**src/rtl/axi_lite_cfg_pkg.sv**
```systemverilog
// rtl/axi_lite_cfg_pkg.sv - shared types, response codes and width helper for the cfg sequencer
package axi_lite_cfg_pkg;

  typedef enum logic [2:0] {
    IDLE,
    WR_REQ,
    RD_REQ,
    WR_RESP,
    RD_RESP,
    RSP
  } state_t;

  localparam logic [1:0] OKAY   = 2'b00;
  localparam logic [1:0] SLVERR = 2'b10;

  // Ceiling log2, used to size the timeout counter.
  function automatic int clog2(input int value);
    int r;
    r = 0;
    for (int i = 0; i < 31; i++) begin
      if ((1 << i) < value) r = i + 1;
    end
    return r;
  endfunction

endpackage

```
**src/rtl/axi_lite_cfg_sequencer_if.sv**
```systemverilog
// rtl/axi_lite_cfg_sequencer_if.sv - AXI-lite bus bundle with master/slave views
interface axi_lite_cfg_sequencer_if #(
  parameter int ASIZE = 32,
  parameter int DSIZE = 32
) ();

  logic             awvalid;
  logic             awready;
  logic [ASIZE-1:0] awaddr;
  logic             wvalid;
  logic             wready;
  logic [DSIZE-1:0] wdata;
  logic             bvalid;
  logic             bready;
  logic [1:0]       bresp;
  logic             arvalid;
  logic             arready;
  logic [ASIZE-1:0] araddr;
  logic             rvalid;
  logic             rready;
  logic [DSIZE-1:0] rdata;
  logic [1:0]       rresp;

  modport master (
    output awvalid, awaddr, wvalid, wdata, bready, arvalid, araddr, rready,
    input  awready, wready, bvalid, bresp, arready, rvalid, rdata, rresp
  );

  modport slave (
    input  awvalid, awaddr, wvalid, wdata, bready, arvalid, araddr, rready,
    output awready, wready, bvalid, bresp, arready, rvalid, rdata, rresp
  );

endinterface

```
**src/rtl/axi_lite_timeout_cnt.sv**
```systemverilog
// rtl/axi_lite_timeout_cnt.sv - response-wait counter that flags expiry after TIMEOUT cycles
module axi_lite_timeout_cnt
  import axi_lite_cfg_pkg::*;
#(
  parameter int TIMEOUT = 1024
) (
  input  logic clk,
  input  logic rst,
  input  logic clear,
  input  logic enable,
  output logic expire
);

  localparam int CW = (clog2(TIMEOUT + 1) < 1) ? 1 : clog2(TIMEOUT + 1);

  logic [CW-1:0] cnt;

  // Count cycles spent waiting; held at zero whenever no response is awaited.
  always_ff @(posedge clk) begin
    if (rst || clear) begin
      cnt <= '0;
    end else if (enable) begin
      cnt <= cnt + CW'(1);
    end
  end

  // TIMEOUT of zero means wait forever.
  generate
    if (TIMEOUT == 0) begin : g_off
      assign expire = 1'b0;
    end else begin : g_on
      assign expire = enable && (cnt == CW'(TIMEOUT - 1));
    end
  endgenerate

endmodule

```
**src/rtl/axi_lite_cfg_sequencer.sv**
```systemverilog
// rtl/axi_lite_cfg_sequencer.sv - single-outstanding command-to-AXI-lite master with timeout
module axi_lite_cfg_sequencer
  import axi_lite_cfg_pkg::*;
#(
  parameter int ASIZE   = 32,
  parameter int DSIZE   = 32,
  parameter int TIMEOUT = 1024
) (
  input  logic                     axi_lite_aclk,
  input  logic                     axi_lite_reset,
  input  logic                     cmd_valid,
  output logic                     cmd_ready,
  input  logic                     cmd_write,
  input  logic [ASIZE-1:0]         cmd_addr,
  input  logic [DSIZE-1:0]         cmd_wdata,
  output logic                     rsp_valid,
  output logic [DSIZE-1:0]         rsp_rdata,
  output logic [1:0]               rsp_resp,
  output logic                     rsp_timeout,
  output logic                     busy,
  axi_lite_cfg_sequencer_if.master axi
);

  state_t           state_q, state_d;
  logic             ready_en_q;
  logic [ASIZE-1:0] addr_q;
  logic [DSIZE-1:0] wdata_q;
  logic             aw_done_q, w_done_q;
  logic [DSIZE-1:0] rdata_q;
  logic [1:0]       resp_q;
  logic             timeout_q;
  logic             accept, aw_fin, w_fin, in_resp, tmo_expire;

  // cmd_ready is held low for the first cycle after reset.
  assign cmd_ready   = (state_q == IDLE) && ready_en_q;
  assign accept      = cmd_valid && cmd_ready;
  assign busy        = (state_q != IDLE) || accept;

  assign axi.awvalid = (state_q == WR_REQ) && !aw_done_q;
  assign axi.wvalid  = (state_q == WR_REQ) && !w_done_q;
  assign axi.arvalid = (state_q == RD_REQ);
  assign axi.awaddr  = addr_q;
  assign axi.araddr  = addr_q;
  assign axi.wdata   = wdata_q;
  // Idle keeps both readies high so stale beats are swallowed.
  assign axi.bready  = (state_q == IDLE) || (state_q == WR_RESP);
  assign axi.rready  = (state_q == IDLE) || (state_q == RD_RESP);

  assign aw_fin      = aw_done_q || (axi.awvalid && axi.awready);
  assign w_fin       = w_done_q  || (axi.wvalid && axi.wready);
  assign in_resp     = (state_q == WR_RESP) || (state_q == RD_RESP);

  assign rsp_valid   = (state_q == RSP);
  assign rsp_rdata   = rdata_q;
  assign rsp_resp    = resp_q;
  assign rsp_timeout = timeout_q;

  axi_lite_timeout_cnt #(.TIMEOUT(TIMEOUT)) u_tmo (
    .clk    (axi_lite_aclk),
    .rst    (axi_lite_reset),
    .clear  (!in_resp),
    .enable (in_resp),
    .expire (tmo_expire)
  );

  // State register.
  always_ff @(posedge axi_lite_aclk) begin
    if (axi_lite_reset) state_q <= IDLE;
    else                state_q <= state_d;
  end

  // Next-state: a real beat wins over a coincident timeout.
  always_comb begin
    state_d = state_q;
    case (state_q)
      IDLE:    if (accept) state_d = cmd_write ? WR_REQ : RD_REQ;
      WR_REQ:  if (aw_fin && w_fin) state_d = WR_RESP;
      RD_REQ:  if (axi.arready) state_d = RD_RESP;
      WR_RESP: if (axi.bvalid || tmo_expire) state_d = RSP;
      RD_RESP: if (axi.rvalid || tmo_expire) state_d = RSP;
      RSP:     state_d = IDLE;
      default: state_d = IDLE;
    endcase
  end

  // Command capture, per-channel write completion and response capture.
  always_ff @(posedge axi_lite_aclk) begin
    if (axi_lite_reset) begin
      ready_en_q <= 1'b0;
      addr_q     <= '0;
      wdata_q    <= '0;
      aw_done_q  <= 1'b0;
      w_done_q   <= 1'b0;
      rdata_q    <= '0;
      resp_q     <= OKAY;
      timeout_q  <= 1'b0;
    end else begin
      ready_en_q <= 1'b1;
      if (accept) begin
        addr_q    <= cmd_addr;
        wdata_q   <= cmd_wdata;
        aw_done_q <= 1'b0;
        w_done_q  <= 1'b0;
      end else if (state_q == WR_REQ) begin
        aw_done_q <= aw_fin;
        w_done_q  <= w_fin;
      end
      if ((state_q == WR_RESP) && (axi.bvalid || tmo_expire)) begin
        rdata_q   <= '0;
        resp_q    <= axi.bvalid ? axi.bresp : SLVERR;
        timeout_q <= !axi.bvalid;
      end
      if ((state_q == RD_RESP) && (axi.rvalid || tmo_expire)) begin
        rdata_q   <= axi.rvalid ? axi.rdata : '0;
        resp_q    <= axi.rvalid ? axi.rresp : SLVERR;
        timeout_q <= !axi.rvalid;
      end
    end
  end

endmodule

```
**src/flat_wrapper.sv**
```systemverilog
// flat-port wrapper written by rule: the top's interface ports become plain ports
module axi_lite_cfg_sequencer_flat import axi_lite_cfg_pkg::*;
#(
  parameter int ASIZE   = 32,
  parameter int DSIZE   = 32,
  parameter int TIMEOUT = 1024
)
  (axi_lite_aclk, axi_lite_reset, cmd_valid, cmd_ready, cmd_write, cmd_addr, cmd_wdata, rsp_valid, rsp_rdata, rsp_resp, rsp_timeout, busy, axi_awvalid, axi_awaddr, axi_wvalid, axi_wdata, axi_bready, axi_arvalid, axi_araddr, axi_rready, axi_awready, axi_wready, axi_bvalid, axi_bresp, axi_arready, axi_rvalid, axi_rdata, axi_rresp);
  axi_lite_cfg_sequencer_if #(.ASIZE(ASIZE), .DSIZE(DSIZE)) axi_i ();
  input  logic axi_lite_aclk;
  input  logic axi_lite_reset;
  input  logic cmd_valid;
  output logic cmd_ready;
  input  logic cmd_write;
  input  logic [ASIZE-1:0] cmd_addr;
  input  logic [DSIZE-1:0] cmd_wdata;
  output logic rsp_valid;
  output logic [DSIZE-1:0] rsp_rdata;
  output logic [1:0] rsp_resp;
  output logic rsp_timeout;
  output logic busy;
  output wire logic [$bits(axi_i.awvalid)-1:0] axi_awvalid;
  output wire logic [$bits(axi_i.awaddr)-1:0] axi_awaddr;
  output wire logic [$bits(axi_i.wvalid)-1:0] axi_wvalid;
  output wire logic [$bits(axi_i.wdata)-1:0] axi_wdata;
  output wire logic [$bits(axi_i.bready)-1:0] axi_bready;
  output wire logic [$bits(axi_i.arvalid)-1:0] axi_arvalid;
  output wire logic [$bits(axi_i.araddr)-1:0] axi_araddr;
  output wire logic [$bits(axi_i.rready)-1:0] axi_rready;
  input wire logic [$bits(axi_i.awready)-1:0] axi_awready;
  input wire logic [$bits(axi_i.wready)-1:0] axi_wready;
  input wire logic [$bits(axi_i.bvalid)-1:0] axi_bvalid;
  input wire logic [$bits(axi_i.bresp)-1:0] axi_bresp;
  input wire logic [$bits(axi_i.arready)-1:0] axi_arready;
  input wire logic [$bits(axi_i.rvalid)-1:0] axi_rvalid;
  input wire logic [$bits(axi_i.rdata)-1:0] axi_rdata;
  input wire logic [$bits(axi_i.rresp)-1:0] axi_rresp;
  assign axi_awvalid = axi_i.awvalid;
  assign axi_awaddr = axi_i.awaddr;
  assign axi_wvalid = axi_i.wvalid;
  assign axi_wdata = axi_i.wdata;
  assign axi_bready = axi_i.bready;
  assign axi_arvalid = axi_i.arvalid;
  assign axi_araddr = axi_i.araddr;
  assign axi_rready = axi_i.rready;
  assign axi_i.awready = axi_awready;
  assign axi_i.wready = axi_wready;
  assign axi_i.bvalid = axi_bvalid;
  assign axi_i.bresp = axi_bresp;
  assign axi_i.arready = axi_arready;
  assign axi_i.rvalid = axi_rvalid;
  assign axi_i.rdata = axi_rdata;
  assign axi_i.rresp = axi_rresp;
  axi_lite_cfg_sequencer #(.ASIZE(ASIZE), .DSIZE(DSIZE), .TIMEOUT(TIMEOUT)) u_core (.axi_lite_aclk(axi_lite_aclk), .axi_lite_reset(axi_lite_reset), .cmd_valid(cmd_valid), .cmd_ready(cmd_ready), .cmd_write(cmd_write), .cmd_addr(cmd_addr), .cmd_wdata(cmd_wdata), .rsp_valid(rsp_valid), .rsp_rdata(rsp_rdata), .rsp_resp(rsp_resp), .rsp_timeout(rsp_timeout), .busy(busy), .axi(axi_i));
endmodule
```
**config.mk**
```make
export PLATFORM = sky130hd
export DESIGN_NAME = axi_lite_cfg_sequencer_flat
export DESIGN_NICKNAME = d
export VERILOG_FILES = /design/src/rtl/axi_lite_cfg_pkg.sv /design/src/rtl/axi_lite_cfg_sequencer_if.sv /design/src/rtl/axi_lite_timeout_cnt.sv /design/src/rtl/axi_lite_cfg_sequencer.sv /design/src/flat_wrapper.sv
export SDC_FILE = /design/constraint.sdc
export NUM_CORES = 1
export LEC_CHECK = 0
export BUFFER_PORTS_ARGS = -buffer_cell sky130_fd_sc_hd__buf_4
export CAP_MARGIN = 40
export CORE_ASPECT_RATIO = 1.75
export CORE_MARGIN = 2
export CORE_UTILIZATION = 48
export CTS_CLUSTER_SIZE = 30
export DETAILED_ROUTE_END_ITERATION = 7
export PLACE_DENSITY_LB_ADDON = 0.15
export SLEW_MARGIN = 0
export SYNTH_ARGS = -nofsm -noshare
export SYNTH_HDL_FRONTEND = slang
export SYNTH_SLANG_ARGS = --single-unit
```
**constraint.sdc**
```tcl
create_clock -name axi_lite_aclk -period 4.65 [get_ports axi_lite_aclk]
set_clock_uncertainty 0.15 [all_clocks]
set_input_delay 0.6975 -clock axi_lite_aclk [delete_from_list [all_inputs] [get_ports axi_lite_aclk]]
set_output_delay 0.6975 -clock axi_lite_aclk [all_outputs]
set_load 0.01 [all_outputs]
```
==> flow_summary.toml, run 1 <==
[sta]
slew_viol_final = 0
finalSetupViolCount = 0
hold_viol = 0
rsz0062_at_grt = "no"
setup_ws_ns = 2.12
max_clock_freq_mhz = 396
max_slew_margin = 0.468
worstMarginPinSlew_ns = 0.790
fin_tns_setup_ns = 0
hold_ws_ns = 0.296
min_period_over_period = 0.543
fin_crit_ns = 2.53

[clock_tree]
post_cts_buffers = 0
cts.sinks = 116
htree_levels = 4
cts_resized = 0
cts_root_buf = "clkbuf_16"
numCtsBuffers = 17
cts_buffer_depth = 2
clk_pin_slew_ns = 0.05
cts_tree = "built"
cts_hold_buf = 0
clkLatencyLatePin_ns = 0.40

[placed_design]
place_area_um2 = 6120
routabilityCongestion = 0.885
place_inst = 812
dp_worst_setup_slack_ns = 2.06
dp_hpwl_mm = 9.64
port_buffers = 247

[synthesis]
synth_edf_count = 0
yosysWarnings = 0
yosys.area.top_type = "dfxtp_1"
yosys-top-cells-area = "dfxtp_1 (52%), nand2_1 (12%), a21oi_1 (7.8%)"
yosys.area_share.adder = 0.00279
yosysSeqAreaShare = 0.519
syn_nets = 617
syn_area_um2 = 4480
synth_top_area_share = 0.519
synth_cells = 507
ys_ff_latch = 116
synth_top_family_by_area = "simple AND/OR/NAND/NOR gates"
dominantRegCellSynth = "dfxtp_1"
ys_types = 46
synth_compound_area_frac = 0.183
async_flop_share = 0
synth_mux_area_frac = 0.00224
postSynthAreaPerCell_um2 = 8.83
synthXorXnorAreaFrac = 0.0176
synthSimpleGateAreaFrac = 0.183

[global_routing]
first_global_vias = 4089
grt_overflow = 0
grt_max_degree = 74
grt_pass1_wl_mm = 20.7
antenna_found_initial = 0
grt_use_total = 0.257

[die]
die_h_um = 132
dieArea_um2 = 10100
start_util = 0.492
io_pins = 248
core-area_um2 = 9090
die_w_um = 77.0
rows = 46

[detailed_routing]
drtIter0Drc = 214
antenna_left = 0
route.vias.total = 4320
vias_per_cell = 5.12
route.detailed.drc = 0
routed_wirelength_mm = 13.3
wl_per_cell_um = 15.7
drtPass1Iterations = 5

[layout]
nets = 821
stdcell_area_um2 = 6740
syn_to_final_growth_pct = 50.5
layout_common_cells = "buf_4 (249), nand2_1 (140), dfxtp_1 (116)"
drive_above_1_share = 0.398
diodes = 0
post-route-util = 0.741
instances_no_fill = 844
final_common_cell = "buf_4"

[power]
worst_ir_drop_vdd_uv = 296
powerDensity_nw_per_um2 = 422
p_leak_nw = 3.07
power.total_mw = 2.84

[setup_path]
start_kind = "flop"
ff2ff_setup_slack_ns = 2.26
end_kind = "primary output"
cp_max_fo = 13
criticalPathCategory = "reg -> out"
worstPathRequired_ns = 3.80
arrival_ns = 1.68

[hold_path]
hold_path_class = "reg -> reg"

[run_status]
status = "completed"

[flow_run]
drv_cap = 0
[worst max-delay path, stage by stage, from the launching register on]
cell and delay [ns]:
dfxtp_1 0.54, or3b_2 0.49, nor2_1 0.11, buf_4 0.13
[flip-flops by register name (all words and copies together), names as in the netlist]
signal,flops
u_core.aw_done_q,1
u_core.w_done_q,1
u_core.u_tmo.cnt,11
u_core.ready_en_q,1
u_core.rsp_resp,2
u_core.rsp_timeout,1
u_core.axi.araddr,32
u_core.state_q,3
u_core.rsp_rdata,32
u_core.axi.wdata,32
[Yosys cell counts, types with 2 or more instances]
cell and number:
nand2_1 140, dfxtp_1 116, a21oi_1 70, a22o_1 32, buf_4 32, clkbuf_1 18, nor2_1 17, buf_2 10
xor2_1 7, nand4_1 5, nor3b_1 5, buf_6 4, and2_1 3, and3_1 3, nand3_1 3, nor3_1 3
o22ai_1 3, a41oi_2 2, inv_1 2, nand3b_1 2, nor2b_1 2, o211a_1 2, o211ai_1 2, xnor2_1 2
[path summary, 6_finish.rpt]
check / startpoint / endpoint / cells after the start
worst max-delay path: u_core.state_q[0] / axi_awvalid / 3
worst min-delay path: u_core.u_tmo.cnt[0] / u_core.u_tmo.cnt[0] / 1
worst min register to register: u_core.u_tmo.cnt[0] / u_core.u_tmo.cnt[0] / 1
worst max register to register: u_core.state_q[1] / u_core.axi.wdata[16] / 5
[cell families (layout without fill, tap and decap cells)]
group,count (synthesis),count (layout)
fa+ha+maj,1,1
buf+inv,68,285
flops,116,116
compound gates,121,121
mux,1,1
simple gates,191,191
xor+xnor,9,9
[power breakdown]
part / internal [mW] / switching [mW] / total (mW)
logic: 0.214 / 0.205 / 0.419
clock network: 0.895 / 0.428 / 1.32
registers: 1.05 / 0.0479 / 1.10
[layout make-up]
class                           instances  area [um^2]
Clock buffer                           23          488
Fill cell                             702         2360
Multi-Input combinational cell        323         1760
Inverter                                3         11.3
Clock inverter                          9          125
Timing Repair Buffer                  250         1880
Tap cell                              120          150
Sequential cell                       116         2320
[metal layers]
layer / routed length [um] / track usage
met2: 7160 / 0.459
met1: 4990 / 0.282
met4: 294 / 0.109
met3: 811 / 0.0719
met5: 0 / 0
(Power assumes the default switching activity.)
==> run 2: changes to the inputs <==
CORE_UTILIZATION = 40   (was 48)
clock period = 2.3 ns   (was 4.65 ns; I/O delays follow)
==> run 2 against run 1 <==
  * Clock power grew 95%
  * Flip-flop and latch count unchanged
  * First-iteration DRC count is 39% lower
  * Cell count rose by 3.9%
  * Utilization down 11 points
  * Power rose by 100%
  * Die area is 19% higher
  * Via count is 1.4% higher
  * Routed wire length is 2.5% higher
  * Critical path depth grew 1
  * Register-to-register slack got worse by 2.0 ns
  * Global-route usage is 4.1 points lower
  * Largest power group unchanged
==> flow_summary.toml, run 2 (synthesis gave the netlist of run 1 again) <==
[run_status]
status = "completed"

[layout]
final_common_cell = "buf_4"
nets = 842
layout_common_cells = "buf_4 (257), nand2_1 (140), dfxtp_1 (115)"
fill_cells = 967
instances_no_fill = 877
syn_to_final_growth_pct = 54.8
drive_above_1_share = 0.401
diodes = 0

[detailed_routing]
antenna_left = 0
routed_wirelength_mm = 13.6
wl_per_cell_um = 15.5
route.detailed.drc = 0
drtIter0Drc = 130
drtPass1Iterations = 4
vias_per_cell = 5.00
route.vias.total = 4382

[global_routing]
grt_overflow = 0
first_global_vias = 4075
grt_max_degree = 44
antenna_found_initial = 0
grt_pass1_wl_mm = 20.6
grt_use_total = 0.216

[flow_run]
drv_cap = 0

[sta]
rsz0062_at_grt = "no"
worstMarginPinSlew_ns = 0.453
hold_viol = 0
hold_ws_ns = 0.0155
min_period_over_period = 0.912
max_slew_margin = 0.698
slew_viol_final = 0
finalSetupViolCount = 0
fin_tns_setup_ns = 0
max_clock_freq_mhz = 477
fin_crit_ns = 2.10

[power]
p_leak_nw = 3.14
powerDensity_nw_per_um2 = 822
worst_ir_drop_vdd_uv = 611

[setup_path]
arrival_ns = 1.60
reg2reg_from = "u_core.u_tmo.cnt[0]"
cp_max_fo = 15
start_kind = "flop"
end_kind = "primary output"
reg2reg_to = "u_core.rsp_rdata[23]"
criticalPathCategory = "reg -> out"
ff2ff_setup_slack_ns = 0.26
reg2reg_depth = 5
worstPathRequired_ns = 1.80

[hold_path]
hold_path_class = "in -> reg"
hold_end = "u_core.rsp_rdata[0]"
worstHoldStart = "axi_rdata[0]"
hold_depth = 2

[clock_tree]
cts.sinks = 116
cts_root_buf = "clkbuf_16"
clkLatencyLatePin_ns = 0.40
cts_buffer_depth = 2
numCtsBuffers = 17
clk_pin_slew_ns = 0.05
htree_levels = 4
cts_tree = "built"

[die]
rows = 51
die_h_um = 144
start_util = 0.406
die_w_um = 84.0
core-area_um2 = 11000
dieArea_um2 = 12100
io_pins = 248

[placed_design]
place_inst = 832
port_buffers = 247
routabilityCongestion = 0.851
dp_hpwl_mm = 10.1
==> run 2: worst max-delay path by stage <==
| stage | slack (ns) | endpoint | cells after the start | start |
|---|---|---|---|---|
| after floorplan | 0.46 | u_core.rsp_rdata[10] | 6 | u_core.u_tmo.cnt[0] |
| after global placement | 0.34 | u_core.rsp_rdata[29] | 5 | u_core.u_tmo.cnt[0] |
| after detailed placement | 0.27 | u_core.rsp_rdata[5] | 5 | u_core.u_tmo.cnt[0] |
| after CTS | 0.09 | axi_awvalid | 3 | u_core.state_q[0] |
| after global routing | 0.1 | u_core.rsp_rdata[16] | 5 | u_core.u_tmo.cnt[0] |
| final | 0.20 | axi_awvalid | 4 | u_core.state_q[1] |
==> run 2: routing by layer <==
| layer | wire, um | up-vias | GRT usage |
|---|---|---|---|
| met5 | 0 | - | 0 |
| met4 | 183 | 0 | 0.0722 |
| met3 | 851 | 14 | 0.0655 |
| met2 | 7470 | 158 | 0.399 |
| met1 | 5080 | 2064 | 0.232 |
| li1 | - | 2146 | - |
==> run 2: area by class of cell <==
class,count,area (um^2),share of cell area
flip-flops and latches,116,2320,0.335
clock buffers,20,467,0.0673
repair buffers,271,2080,0.300
multi-input cells,323,1760,0.253
well taps,132,165,0.0238
clock inverters,12,130,0.0188
inverters,3,11.3,0.00162
==> run 2: what timing repair did <==
item / CTS / global route
endpoints found under the setup margin: 0 / 1
setup buffers: 0 / 0
hold buffers: 13 / 0
resized for setup: 0 / 1
hold endpoints to repair: 13 / 0
==> run 2: where the power goes <==
group / internal [mW] / leakage (nW) / switching, mW / total, mW
registers: 2.12 / 0.942 / 0.0797 / 2.20
clock network: 1.68 / 0.280 / 0.905 / 2.58
logic: 0.473 / 1.92 / 0.445 / 0.918
total: 4.27 / 3.14 / 1.43 / 5.70
==> run 2: critical path, cell delays in order (launching register included) <==
cell and delay (ns):
dfxtp_1 0.31, buf_4 0.18, or3b_2 0.46, nor2_1 0.12
buf_4 0.13
==> run 2: stage by stage <==
| step | worst slack [ns] | utilization | power, mW | cell area [um^2] |
|---|---|---|---|---|
| after global placement | 0.337 | 0.562 | 3.14 | 6200 |
| after CTS | 0.0860 | 0.628 | 5.76 | 6930 |
| after global routing | 0.0960 | 0.628 | 5.93 | 6930 |
| final | 0.202 | 0.628 | 5.70 | 6930 |
| after detailed placement | 0.266 | 0.562 | 3.15 | 6200 |
| after floorplan | 0.457 | - | 2.70 | 4480 |
